### src/rtl/fifo32_block_packer_pkg.sv
// Shared widths and FSM encoding for the FIFO-to-AES block packer.
package fifo32_block_packer_pkg;

    localparam int unsigned AES_BLK_W     = 128;
    localparam int unsigned FIFO_WORD_W   = 32;
    localparam int unsigned WORDS_PER_BLK = 4;

    // FILL: collecting words, HOLD: complete block offered to the AES core
    localparam logic [0:0] ST_FILL = 1'b0;
    localparam logic [0:0] ST_HOLD = 1'b1;

endpackage

### src/rtl/fifo32_block_packer.sv
// Pops 32-bit words from the controller FIFO and packs four of them into one
// 128-bit AES block, offered to the AES core over valid/ready.
//
// Ports:
//   clk, rst_n    clock, asynchronous active-low reset
//   fifo_empty    FIFO has no readable word
//   fifo_rd_en    pop request (combinational); data returns next cycle
//   fifo_rd_data  FIFO read data, valid the cycle after fifo_rd_en
//   flush         synchronous abort of the partial or held block
//   blk_valid     blk_data holds a complete block
//   blk_ready     AES core accepts the block
//   blk_data      assembled block, word 0 in the most significant slot
//   word_cnt      words captured in the current block (0..4)
//   blk_cnt       blocks delivered since reset, wraps
module fifo32_block_packer
    import fifo32_block_packer_pkg::*;
#(
    parameter int unsigned WORD_W = FIFO_WORD_W,
    parameter int unsigned WORDS  = WORDS_PER_BLK,
    parameter int unsigned CNT_W  = 16
) (
    input  logic                      clk,
    input  logic                      rst_n,
    input  logic                      fifo_empty,
    output logic                      fifo_rd_en,
    input  logic [WORD_W-1:0]         fifo_rd_data,
    input  logic                      flush,
    output logic                      blk_valid,
    input  logic                      blk_ready,
    output logic [WORD_W*WORDS-1:0]   blk_data,
    output logic [2:0]                word_cnt,
    output logic [CNT_W-1:0]          blk_cnt
);

    logic [0:0] state_q;
    logic [0:0] state_d;
    logic       pend_q;
    logic       capture;
    logic       last_word;
    logic       handshake;

    // A read is in flight whenever pend_q is set; flush drops its data.
    assign capture   = pend_q & ~flush;
    assign last_word = capture & (word_cnt == 3'(WORDS - 1));
    assign handshake = (state_q == ST_HOLD) & blk_ready & ~flush;

    // Issued plus outstanding words never exceed one block.
    assign fifo_rd_en = (state_q == ST_FILL) & ~fifo_empty & ~flush &
                        ((4'(word_cnt) + 4'(pend_q)) < 4'(WORDS));

    // Next-state logic; flush wins over the handshake
    always_comb begin
        state_d = state_q;
        if (flush) begin
            state_d = ST_FILL;
        end else begin
            case (state_q)
                ST_FILL: if (last_word) state_d = ST_HOLD;
                ST_HOLD: if (blk_ready) state_d = ST_FILL;
                default: state_d = ST_FILL;
            endcase
        end
    end

    // State, handshake and counters
    always_ff @(posedge clk or negedge rst_n) begin
        if (!rst_n) begin
            state_q   <= ST_FILL;
            blk_valid <= 1'b0;
            pend_q    <= 1'b0;
            word_cnt  <= 3'd0;
            blk_cnt   <= '0;
        end else begin
            state_q   <= state_d;
            blk_valid <= (state_d == ST_HOLD);
            pend_q    <= fifo_rd_en;
            if (flush || handshake) begin
                word_cnt <= 3'd0;
            end else if (capture) begin
                word_cnt <= word_cnt + 3'd1;
            end
            if (handshake) begin
                blk_cnt <= blk_cnt + CNT_W'(1);
            end
        end
    end

    // Slot register: word n lands at bits [(WORDS-1-n)*WORD_W +: WORD_W]
    always_ff @(posedge clk or negedge rst_n) begin
        if (!rst_n) begin
            blk_data <= '0;
        end else if (capture) begin
            for (int unsigned i = 0; i < WORDS; i++) begin
                if (word_cnt == 3'(i)) begin
                    blk_data[(WORDS-1-i)*WORD_W +: WORD_W] <= fifo_rd_data;
                end
            end
        end
    end

endmodule

### config.mk
export PLATFORM = sky130hd
export DESIGN_NAME = fifo32_block_packer
export DESIGN_NICKNAME = d
export VERILOG_FILES = /design/src/rtl/fifo32_block_packer_pkg.sv /design/src/rtl/fifo32_block_packer.sv
export SDC_FILE = /design/constraint.sdc
export NUM_CORES = 1
export LEC_CHECK = 0
export ABC_CLOCK_PERIOD_IN_PS = 5200
export CORE_MARGIN = 5
export CORE_UTILIZATION = 25
export DETAILED_ROUTE_END_ITERATION = 12
export GPL_TIMING_DRIVEN = 0
export PLACE_DENSITY = 0.6
export SYNTH_ARGS = -nofsm -noshare
export SYNTH_HDL_FRONTEND = slang
export SYNTH_SLANG_ARGS = --single-unit
### constraint.sdc
create_clock -name clk -period 5.2 [get_ports clk]
set_input_delay 0.52 -clock clk [delete_from_list [all_inputs] [get_ports clk]]
set_output_delay 0.52 -clock clk [all_outputs]
set_load 0.02 [all_outputs]
==> results of run 1 <==
-- kinds of logic (layout without fill, tap and decap cells) --
kind of cell	after synthesis	after routing	synth area share (%)
xor+xnor	16	16	2.429
fa+ha+maj	6	6	1.301
flops	149	149	64.64
buf+inv	21	239	2.039
compound gates	3	3	0.3906
mux	131	131	25.55
simple gates	34	34	3.644
-- per-stage QoR --
stage | worst slack [ns] | hold slack, ns | power [mW]
3_3_place_gp | -2.114 | 0.4642 | 2.398
4_1_cts | 2.426 | 0.1208 | 3.738
5_1_grt | 2.361 | 0.1678 | 3.844
2_1_floorplan | 3.440 | 0.2244 | 1.886
6_report | 2.476 | 0.1111 | 3.668
3_5_place_dp | 2.436 | 0.4725 | 2.420
-- worst max-delay path by stage --
stage	from	to	slack, ns
floorplan	word_cnt[0]$_DFFE_PN0P_	blk_data[10]$_DFFE_PN0P_	3.44
global placement	rst_n	blk_data[116]$_DFFE_PN0P_	-2.11
detailed placement	flush	fifo_rd_en	2.44
CTS	flush	fifo_rd_en	2.43
global route	flush	fifo_rd_en	2.36
finish	flush	fifo_rd_en	2.48
-- registers in the layout (all words and copies together), names as in the netlist --
register  count
blk_data    128
blk_cnt      16
word_cnt      3
pend_q        1
state_q       1
-- cell type report --
cell class	count	area, um^2
plain buffers	16	98.84
clock buffers	17	425.4
clock inverters	15	186.4
fillers	2145	14090
inverters	5	18.77
multi-input cells	190	1922
flip-flops and latches	149	3729
well taps	285	356.6
repair buffers	186	1881
-- metal layers --
metal | vias to the layer above | wire, um | global-route usage [%] | part of all wire (%)
met5 | - | 0 | 0 | 0
met4 | 0 | 161 | 3.345 | 1.0
met3 | 12 | 1496 | 5.938 | 9.7
met2 | 128 | 7183 | 18.97 | 47
met1 | 1902 | 6509 | 14.63 | 42
li1 | 1679 | - | - | -
-- cell usage after synthesis, drive strengths merged --
| master | instances |
|---|---|
| nand4 | 4 |
| and3 | 4 |
| or3b | 1 |
| nand3b | 2 |
| xor2 | 5 |
| ha | 6 |
| and4 | 1 |
| dfrtp | 149 |
| mux2 | 130 |
| xnor2 | 11 |
| a31oi | 1 |
| a211oi | 1 |
| nand3 | 6 |
| nor3 | 1 |
| a21o | 1 |
| nor2 | 11 |
| and4b | 1 |
| mux2i | 1 |
| buf | 13 |
| inv | 5 |
| clkbuf | 3 |
| nand2 | 3 |
-- worst max-delay path, delay by kind of cell --
kind / cells / cell delay (ns)
AO/OA/AOI/OAI: 1 / 0.23
AND/OR/NAND/NOR: 2 / 0.29
buffers and inverters: 2 / 1.16
-- where the power goes --
part,internal (mW),switching [mW]
sequential,1.35,0.112
combinational,0.488,0.435
clock,0.732,0.549
total,2.57,1.10
==> results by group, run 1 <==
GRT
  • Initial antenna violation count: 0
  • Wire length of the first global-routing pass: roughly 25000 um
  • Largest net degree at the start of global routing: 77
  • Total GRT Usage: 12.01%
  • Global route overflow: 0
  • Via count of the first global-routing pass: 4191

Status
  • Result of the run: finished clean

Synthesis
  • Cells taking the most area after synthesis: sky130_fd_sc_hd__dfrtp_1 (65%), sky130_fd_sc_hd__mux2_2 (24%), sky130_fd_sc_hd__xnor2_1 (1.7%)
  • Combined area of all synthesized cells: 0.005768 mm^2
  • Yosys Warn Count: 0
  • Number of synthesized register bits: 149
  • Distinct cell type count of the synthesized netlist: 26
  • Synthesized instance count: 360
  • Seq/Total Area, Yosys: 64.64%
  • Net Count, Synth: 403
  • Avg Inst Size Synth: approximately 16 um^2
  • Post-synthesis cell type with the largest combined area: sky130_fd_sc_hd__dfrtp_1
  • Fraction of synthesized cell area taken by the top area cell type: 64.64%

Setup path
  • CP max-delay cell: sky130_fd_sc_hd__clkdlybuf4s50_1
  • Critical Path AT: around 2.2 ns
  • Cell depth of the worst flop-to-flop path: 5
  • Most used cell along the critical path: sky130_fd_sc_hd__clkdlybuf4s50_1
  • Worst reg2reg endpoint: blk_data[14]$_DFFE_PN0P_
  • CP max stage delay: 0.65 ns
  • Type of the worst setup path: in -> out
  • Crit-path cells: clkdlybuf4s50_1, nor2_1, nand2_1, a31oi_1, clkdlybuf4s50_1
  • Worst R2R Setup Slack: roughly 3.1 ns
  • Critical R2R Launch: word_cnt[0]$_DFFE_PN0P_
  • CP Capture Type: primary output
  • Critical path data required time: roughly 4.7 ns
  • Crit Path Max Fanout: 6
  • Crit start category: primary input

STA
  • Final setup fails: 0
  • Final critical-path required period: roughly 2.7 ns
  • Setup Skew: 0.008333 ns
  • Fraction of the cycle the final worst path needs: 52.38%
  • RSZ-0062 raised after global routing: false
  • Normalized max-slew margin: 52.69%
  • Setup Total Neg Slack: 0 ns
  • Top achievable clock speed: 367.1 MHz
  • Final number of max-transition violations: 0
  • Worst slew pin tran: 0.7097 ns
  • Final hold violation count: 0

Power
  • Static Leakage: between 3 and 4 nW
  • Power Dens Cells: 425.6 mW/mm^2
  • Worst IR Drop VDD: 0.2003 mV

Layout
  • Final Instance Count excl. Fillers: 863
  • Post-Layout Inst Area: 0.008617 mm^2
  • Layout overhead on the synthesized area: 49.39%
  • Highest-count cells in the layout ignoring fill and taps: sky130_fd_sc_hd__clkdlybuf4s50_1 (184), sky130_fd_sc_hd__dfrtp_1 (149), sky130_fd_sc_hd__mux2_2 (124)
  • Leading cell type in the layout, fill and taps excluded: sky130_fd_sc_hd__clkdlybuf4s50_1
  • # nets final: 608
  • Final standard cell utilization of the core: 37.94%
  • Total inserted antenna cells: 0
  • Share of post-route cells with drive strength above 1: 30.45%

Clock network
  • Number of buffers added to fix hold violations after cts: 0
  • Post_cts resized: 0
  • Post-CTS repair timing setup buffer count: 0
  • Clock Root Buffer: sky130_fd_sc_hd__clkbuf_16
  • Clock sink total: between 100 and 150
  • Maximum count of clock buffers along a single path: 2
  • TritonCTS clock tree: yes
  • Number of buffers added by the clock tree synthesis step: 17
  • Clock Pin Slew Worst Setup and Hold Paths: 0.07 ns
  • Source-to-sink clock delay at the later pin of the worst-skew pair: 0.42 ns
  • Depth of the CTS H-tree: 4

Detailed routing
  • Final routed DRC violation total: 0
  • Vias after detailed routing: between 3000 and 4000
  • WL per Instance: between 15 and 20 um
  • Count of TritonRoute iterations in the first routing pass: 4
  • Antenna Violating Nets Remaining: 0
  • Avg Vias per Cell: roughly 4.3
  • Wire length reported by the detailed router: 15350 um
  • DRC violation total after the first TritonRoute iteration: 91

Place
  • Placed cell count: 831
  • Cell area after placement: 0.008005 mm^2
  • Final weighted congestion of routability-driven global placement: 0.7555
  • Number of input and output port buffers inserted: 185
  • DPL Wire Length: 10860 um

Floorplanning
  • Ports placed on the boundary: 186
  • Floorplan die area: 0.02621 mm^2
  • Starting Density: about a quarter
  • Total number of placement rows: 55
  • DIE HEIGHT: about 160 um
  • Area of the placeable core: about 0.023 mm^2
  • Horizontal die dimension: 161.9 um

Worst hold path
  • Tightest Hold Check Type: in -> async

Job
  • Max Cap Violations: 0
(Power assumes the default switching activity.)
==> run 2, diff against run 1 <==
Settings changed: ABC_CLOCK_PERIOD_IN_PS 5200 to 2800.
Clock period 5.2 ns to 2.8 ns, I/O delays scaled along.
==> results by group, run 2 (synthesis gave the netlist of run 1 again) <==
Place
  • Final weighted congestion of routability-driven global placement: 0.7555 (unchanged)
  • Cell area after placement: 0.008005 mm^2 (unchanged)
  • Pre-CTS WS: 0.3858 ns (-2.050 ns)
  • Number of input and output port buffers inserted: 185 (unchanged)
  • Placed cell count: 831 (unchanged)
  • DPL Wire Length: 10860 um (unchanged)

Layout
  • Registers with the highest flip-flop counts: blk_data x128, blk_cnt x16, word_cnt x3
  • Final standard cell utilization of the core: 37.99% (+0.044 points)
  • Post-Layout Inst Area: 0.008627 mm^2 (+0.12%)
  • # nets final: 609 (+0.16%)
  • Max reg flops: 128 (unchanged)
  • Leading cell type in the layout, fill and taps excluded: sky130_fd_sc_hd__clkdlybuf4s50_1
  • Layout overhead on the synthesized area: 49.57%
  • Share of post-route cells with drive strength above 1: 30.40% (-0.053 points)
  • Final Instance Count excl. Fillers: 864 (+0.12%)
  • Total inserted antenna cells: 0 (unchanged)
  • Largest Register: blk_data
  • Highest-count cells in the layout ignoring fill and taps: sky130_fd_sc_hd__clkdlybuf4s50_1 (184), sky130_fd_sc_hd__dfrtp_1 (149), sky130_fd_sc_hd__mux2_2 (124)

Clock network
  • Number of buffers added by the clock tree synthesis step: 17 (unchanged)
  • Depth of the CTS H-tree: 4 (unchanged)
  • Clock Pin Slew Worst Setup and Hold Paths: 0.07 ns (about the same)
  • TritonCTS clock tree: yes
  • Maximum count of clock buffers along a single path: 2 (unchanged)
  • Clock sink total: 149 (unchanged)
  • Clock Root Buffer: sky130_fd_sc_hd__clkbuf_16
  • Source-to-sink clock delay at the later pin of the worst-skew pair: 0.42 ns (about the same)
  • Post_cts resized: 0 (unchanged)
  • Post-CTS repair timing setup buffer count: 0 (unchanged)
  • Number of buffers added to fix hold violations after cts: 1 (+1)

Detailed routing
  • Vias after detailed routing: 3716 (-0.13%)
  • Antenna Violating Nets Remaining: 0 (unchanged)
  • DRC violation total after the first TritonRoute iteration: 87 (-4.4%)
  • Avg Vias per Cell: 4.301 (-0.25%)
  • Count of TritonRoute iterations in the first routing pass: 4 (unchanged)
  • Final routed DRC violation total: 0 (unchanged)
  • Wire length reported by the detailed router: 15360 um (about the same)
  • WL per Instance: 17.78 um (about the same)

Setup path
  • Number of buffer and inverter instances along the worst setup path: 1 (-1)
  • Cell depth of the worst flop-to-flop path: 5 (unchanged)
  • CP max-delay cell: sky130_fd_sc_hd__clkdlybuf4s50_1
  • Critical path data required time: 2.52 ns (-2.16 ns)
  • Cell class contributing the biggest share of worst-path delay: buffers and inverters
  • Type of the worst setup path: reg -> out
  • Critical R2R Launch: word_cnt[0]$_DFFE_PN0P_
  • CP max stage delay: 0.65 ns (about the same)
  • CP Capture Type: primary output
  • Crit-path cells: nor2_1, nand2_1, a31oi_1, clkdlybuf4s50_1
  • Crit start category: flip-flop
  • Critical Path AT: 1.98 ns (-0.22 ns)
  • Worst reg2reg endpoint: blk_data[14]$_DFFE_PN0P_
  • Crit Path Max Fanout: 4 (-2)
  • Worst R2R Setup Slack: 0.73 ns (-2.40 ns)

GRT
  • Wire length of the first global-routing pass: 24580 um (about the same)
  • Via count of the first global-routing pass: 4190 (-0.024%)
  • Initial antenna violation count: 0 (unchanged)
  • Total GRT Usage: 12.01% (about the same)
  • Largest net degree at the start of global routing: 77 (unchanged)
  • Global route overflow: 0 (unchanged)

Worst hold path
  • Tightest Hold Check Type: in -> async

STA
  • Final critical-path required period: 2.264 ns
  • Setup Total Neg Slack: 0 ns (unchanged)
  • Final number of max-transition violations: 0 (unchanged)
  • Worst-case hold slack: 0.4452 ns (+0.3341 ns)
  • Fraction of the cycle the final worst path needs: roughly four fifths
  • Normalized max-slew margin: 52.56% (-0.13 points)
  • Setup Skew: 0.008332 ns (-0.0000009100 ns)
  • Top achievable clock speed: roughly 440 MHz
  • Worst slew pin tran: 0.7116 ns (+0.001934 ns)
  • RSZ-0062 raised after global routing: false
  • Final worst setup slack: 0.5360 ns (-1.940 ns)
  • Final setup fails: 0 (unchanged)
  • Final hold violation count: 0 (unchanged)

Floorplanning
  • Ports placed on the boundary: 186 (unchanged)
  • DIE HEIGHT: 161.9 um (unchanged)
  • Total number of placement rows: 55 (unchanged)
  • Area of the placeable core: 0.02271 mm^2 (unchanged)
  • Floorplan die area: 0.02621 mm^2 (unchanged)
  • Starting Density: 25.40% (unchanged)
  • Horizontal die dimension: 161.9 um (unchanged)

Status
  • Result of the run: finished clean

Power
  • Design Power: 6.816 mW (+86%)
  • Power Dens Cells: 790.1 mW/mm^2 (+86%)
  • Worst IR Drop VDD: 0.3719 mV (+86%)
  • Static Leakage: 3.901 nW (+0.11%)

Job
  • Max Cap Violations: 0 (unchanged)
run 2: cell types whose count changed in the layout (fill, tap and decap cells not counted):
cell / previous run / this run
sky130_fd_sc_hd__dlygate4sd3_1: 0 / 1
run 2: layer usage:
layer  track usage (%)  wire, um
met1             14.64      6527
met2             18.99      7181
met3             5.912      1484
met4             3.345       165
met5                 0         0
run 2: how the worst max path moves through the flow:
stage,startpoint,endpoint,cells past startpoint,slack [ns]
3_5_place_dp,flush,blk_data[97]$_DFFE_PN0P_,6,0.39
2_1_floorplan,word_cnt[0]$_DFFE_PN0P_,blk_data[10]$_DFFE_PN0P_,5,1.04
6_report,word_cnt[2]$_DFFE_PN0P_,fifo_rd_en,4,0.54
4_1_cts,word_cnt[2]$_DFFE_PN0P_,fifo_rd_en,4,0.47
5_1_grt,word_cnt[2]$_DFFE_PN0P_,fifo_rd_en,4,0.40
3_3_place_gp,rst_n,blk_data[116]$_DFFE_PN0P_,1,-4.27
run 2: final cells by class:
class	count	area (um^2)
Clock buffer	17	425.4
Multi-Input combinational cell	190	1922
Fill cell	2145	14080
Timing Repair Buffer	187	1891
Clock inverter	15	186.4
Buffer	16	98.84
Sequential cell	149	3729
Inverter	5	18.77
Tap cell	285	356.6
run 2: power by group:
group,switching [mW],leakage (nW),internal (mW)
combinational,0.808,1.64,0.907
sequential,0.207,1.96,2.51
clock,1.02,0.300,1.36
==> run 3, diff against run 2 <==
Settings changed: ABC_CLOCK_PERIOD_IN_PS 2800 to 2100.
Clock period 2.8 ns to 2.1 ns, I/O delays scaled along.
==> results by group, run 3 (synthesis gave the netlist of run 1 again) <==
Status
  • Result of the run: finished clean

Setup path
  • Cell depth of the worst flop-to-flop path: 6 (+1)
  • CP max-delay cell: sky130_fd_sc_hd__dfrtp_1
  • Worst R2R Setup Slack: 0.18 ns (-0.55 ns)
  • Crit start category: flip-flop
  • Worst reg2reg endpoint: blk_data[44]$_DFFE_PN0P_
  • Critical path launch point: word_cnt[0]$_DFFE_PN0P_
  • CP max stage delay: 0.45 ns (-0.20 ns)
  • Crit Path Max Fanout: 10 (+6)
  • Type of the worst setup path: reg -> reg
  • Critical Path AT: 2.22 ns (+0.24 ns)
  • Critical path data required time: 2.40 ns (-0.12 ns)
  • CP Capture Type: flip-flop
  • Number of buffer and inverter instances along the worst setup path: 3 (+2)
  • Critical R2R Launch: word_cnt[0]$_DFFE_PN0P_
  • Cell class contributing the biggest share of worst-path delay: buffers and inverters
  • Crit-path cells: inv_1, ha_1, and3_1, clkbuf_1, buf_4, mux2_2

Power
  • Power Dens Cells: 1051 mW/mm^2 (+33%)
  • Worst IR Drop VDD: 0.4951 mV (+33%)
  • Static Leakage: 3.917 nW (+0.42%)

STA
  • Setup Skew: 0.008154 ns (-0.0001782 ns)
  • Top achievable clock speed: 521.1 MHz
  • Setup Total Neg Slack: 0 ns (unchanged)
  • Final setup fails: 0 (unchanged)
  • Fraction of the cycle the final worst path needs: between 90 and 100%
  • Normalized max-slew margin: 52.60% (about the same)
  • Worst slew pin tran: 0.7110 ns (-0.0006499 ns)
  • Final critical-path required period: 1.919 ns
  • Final hold violation count: 0 (unchanged)
  • Final worst setup slack: 0.1810 ns (-0.3550 ns)
  • Final number of max-transition violations: 0 (unchanged)
  • RSZ-0062 raised after global routing: false

GRT
  • Largest net degree at the start of global routing: 77 (unchanged)
  • Total GRT Usage: 12.01% (unchanged)
  • M3 GR Usage: 5.912% (unchanged)
  • Met2 capacity usage during global routing: 18.99% (unchanged)
  • Global route overflow: 0 (unchanged)
  • Initial antenna violation count: 0 (unchanged)
  • Global-route layer with the greatest usage: met2
  • Via count of the first global-routing pass: 4190 (unchanged)
  • Wire length of the first global-routing pass: 24580 um (unchanged)
  • GR Util met1: 14.64% (unchanged)

Detailed routing
  • Vias after detailed routing: 3723 (+0.19%)
  • Final routed DRC violation total: 0 (unchanged)
  • Antenna Violating Nets Remaining: 0 (unchanged)
  • Wire length reported by the detailed router: 15370 um (about the same)
  • WL per Instance: 17.77 um (about the same)
  • DRC violation total after the first TritonRoute iteration: 81 (-6.9%)
  • Count of TritonRoute iterations in the first routing pass: 4 (unchanged)
  • Avg Vias per Cell: 4.304 (about the same)

Layout
  • Highest-count cells in the layout ignoring fill and taps: sky130_fd_sc_hd__clkdlybuf4s50_1 (183), sky130_fd_sc_hd__dfrtp_1 (149), sky130_fd_sc_hd__mux2_2 (124)
  • Share of post-route cells with drive strength above 1: 30.69% (+0.29 points)
  • Final standard cell utilization of the core: 38.07% (+0.077 points)
  • Total inserted antenna cells: 0 (unchanged)
  • Registers with the highest flip-flop counts: blk_data x128, blk_cnt x16, word_cnt x3
  • Layout overhead on the synthesized area: 49.87%
  • # nets final: 610 (+0.16%)
  • Leading cell type in the layout, fill and taps excluded: sky130_fd_sc_hd__clkdlybuf4s50_1
  • Post-Layout Inst Area: 0.008645 mm^2 (+0.20%)
  • Max reg flops: 128 (unchanged)
  • Largest Register: blk_data

Clock network
  • Depth of the CTS H-tree: 4 (unchanged)
  • Maximum count of clock buffers along a single path: 2 (unchanged)
  • TritonCTS clock tree: yes
  • Clock Root Buffer: sky130_fd_sc_hd__clkbuf_16
  • Source-to-sink clock delay at the later pin of the worst-skew pair: 0.42 ns (about the same)
  • Clock sink total: 149 (unchanged)
  • Number of buffers added by the clock tree synthesis step: 17 (unchanged)
  • Clock Pin Slew Worst Setup and Hold Paths: 0.07 ns (about the same)

Floorplanning
  • Floorplan die area: 0.02621 mm^2 (unchanged)
  • Starting Density: 25.40% (unchanged)
  • Total number of placement rows: 55 (unchanged)
  • Area of the placeable core: 0.02271 mm^2 (unchanged)
  • Ports placed on the boundary: 186 (unchanged)
  • DIE HEIGHT: 161.9 um (unchanged)
  • Horizontal die dimension: 161.9 um (unchanged)

Place
  • Cell area after placement: 0.008005 mm^2 (unchanged)
  • Number of input and output port buffers inserted: 185 (unchanged)
  • Final weighted congestion of routability-driven global placement: 0.7555 (unchanged)
  • Pre-CTS WS: -0.2442 ns (-0.6300 ns)
  • DPL Wire Length: 10860 um (unchanged)

Worst hold path
  • Tightest Hold Check Type: in -> async

Job
  • Max Cap Violations: 0 (unchanged)
## run 3: cell types whose count changed in the layout (fill, tap and decap cells not counted)
cell,previous run,this run
sky130_fd_sc_hd__buf_4,9,13
sky130_fd_sc_hd__buf_2,4,1
sky130_fd_sc_hd__clkbuf_1,3,2
sky130_fd_sc_hd__clkbuf_4,0,1
sky130_fd_sc_hd__clkdlybuf4s50_1,184,183
sky130_fd_sc_hd__dlygate4sd2_1,0,1
## run 3: stage by stage
step / cells / hold slack (ns) / power [mW]
3_5_place_dp: 831 / 0.2723 / 5.991
6_report: 865 / 0.3758 / 9.083
3_3_place_gp: 830 / 0.4642 / 5.937
5_1_grt: 865 / 0.4386 / 9.518
2_1_floorplan: 360 / -0.08559 / 4.671
4_1_cts: 864 / 0.3882 / 9.256
## run 3: worst max path at each step
stage	slack, ns	endpoint	cells past startpoint
final	0.18	blk_data[44]$_DFFE_PN0P_	6
after global routing	0.06	blk_data[44]$_DFFE_PN0P_	6
after CTS	0.006	blk_data[26]$_DFFE_PN0P_	5
after detailed placement	-0.24	blk_data[97]$_DFFE_PN0P_	6
after global placement	-4.90	blk_data[116]$_DFFE_PN0P_	1
after floorplan	0.34	blk_data[10]$_DFFE_PN0P_	5
## run 3: layout make-up
| class | count | area [um^2] |
|---|---|---|
| plain buffers | 15 | 102.6 |
| clock buffers | 17 | 425.4 |
| clock inverters | 15 | 186.4 |
| fillers | 2144 | 14060 |
| inverters | 5 | 18.77 |
| multi-input cells | 190 | 1922 |
| flip-flops and latches | 149 | 3729 |
| well taps | 285 | 356.6 |
| repair buffers | 189 | 1904 |
## run 3: per-layer routing
metal	vias to the layer above	routed length [um]	part of all wire (%)
met3	12	1456	9.5
met5	-	0	0
met1	1903	6552	43
li1	1682	-	-
met4	0	161	1.0
met2	126	7200	47
## run 3: repair_timing
item,CTS,global route
gates resized for setup,3,1
endpoints found under the setup margin,21,28
hold endpoints to repair,73,0
buffers inserted,0,2
hold buffers,1,0
## run 3: where the power goes
group	leakage [nW]	internal [mW]	switching [mW]
Clock	0.300	1.81	1.36
Sequential	1.96	3.35	0.277
Combinational	1.66	1.21	1.08
Total	3.92	6.37	2.71
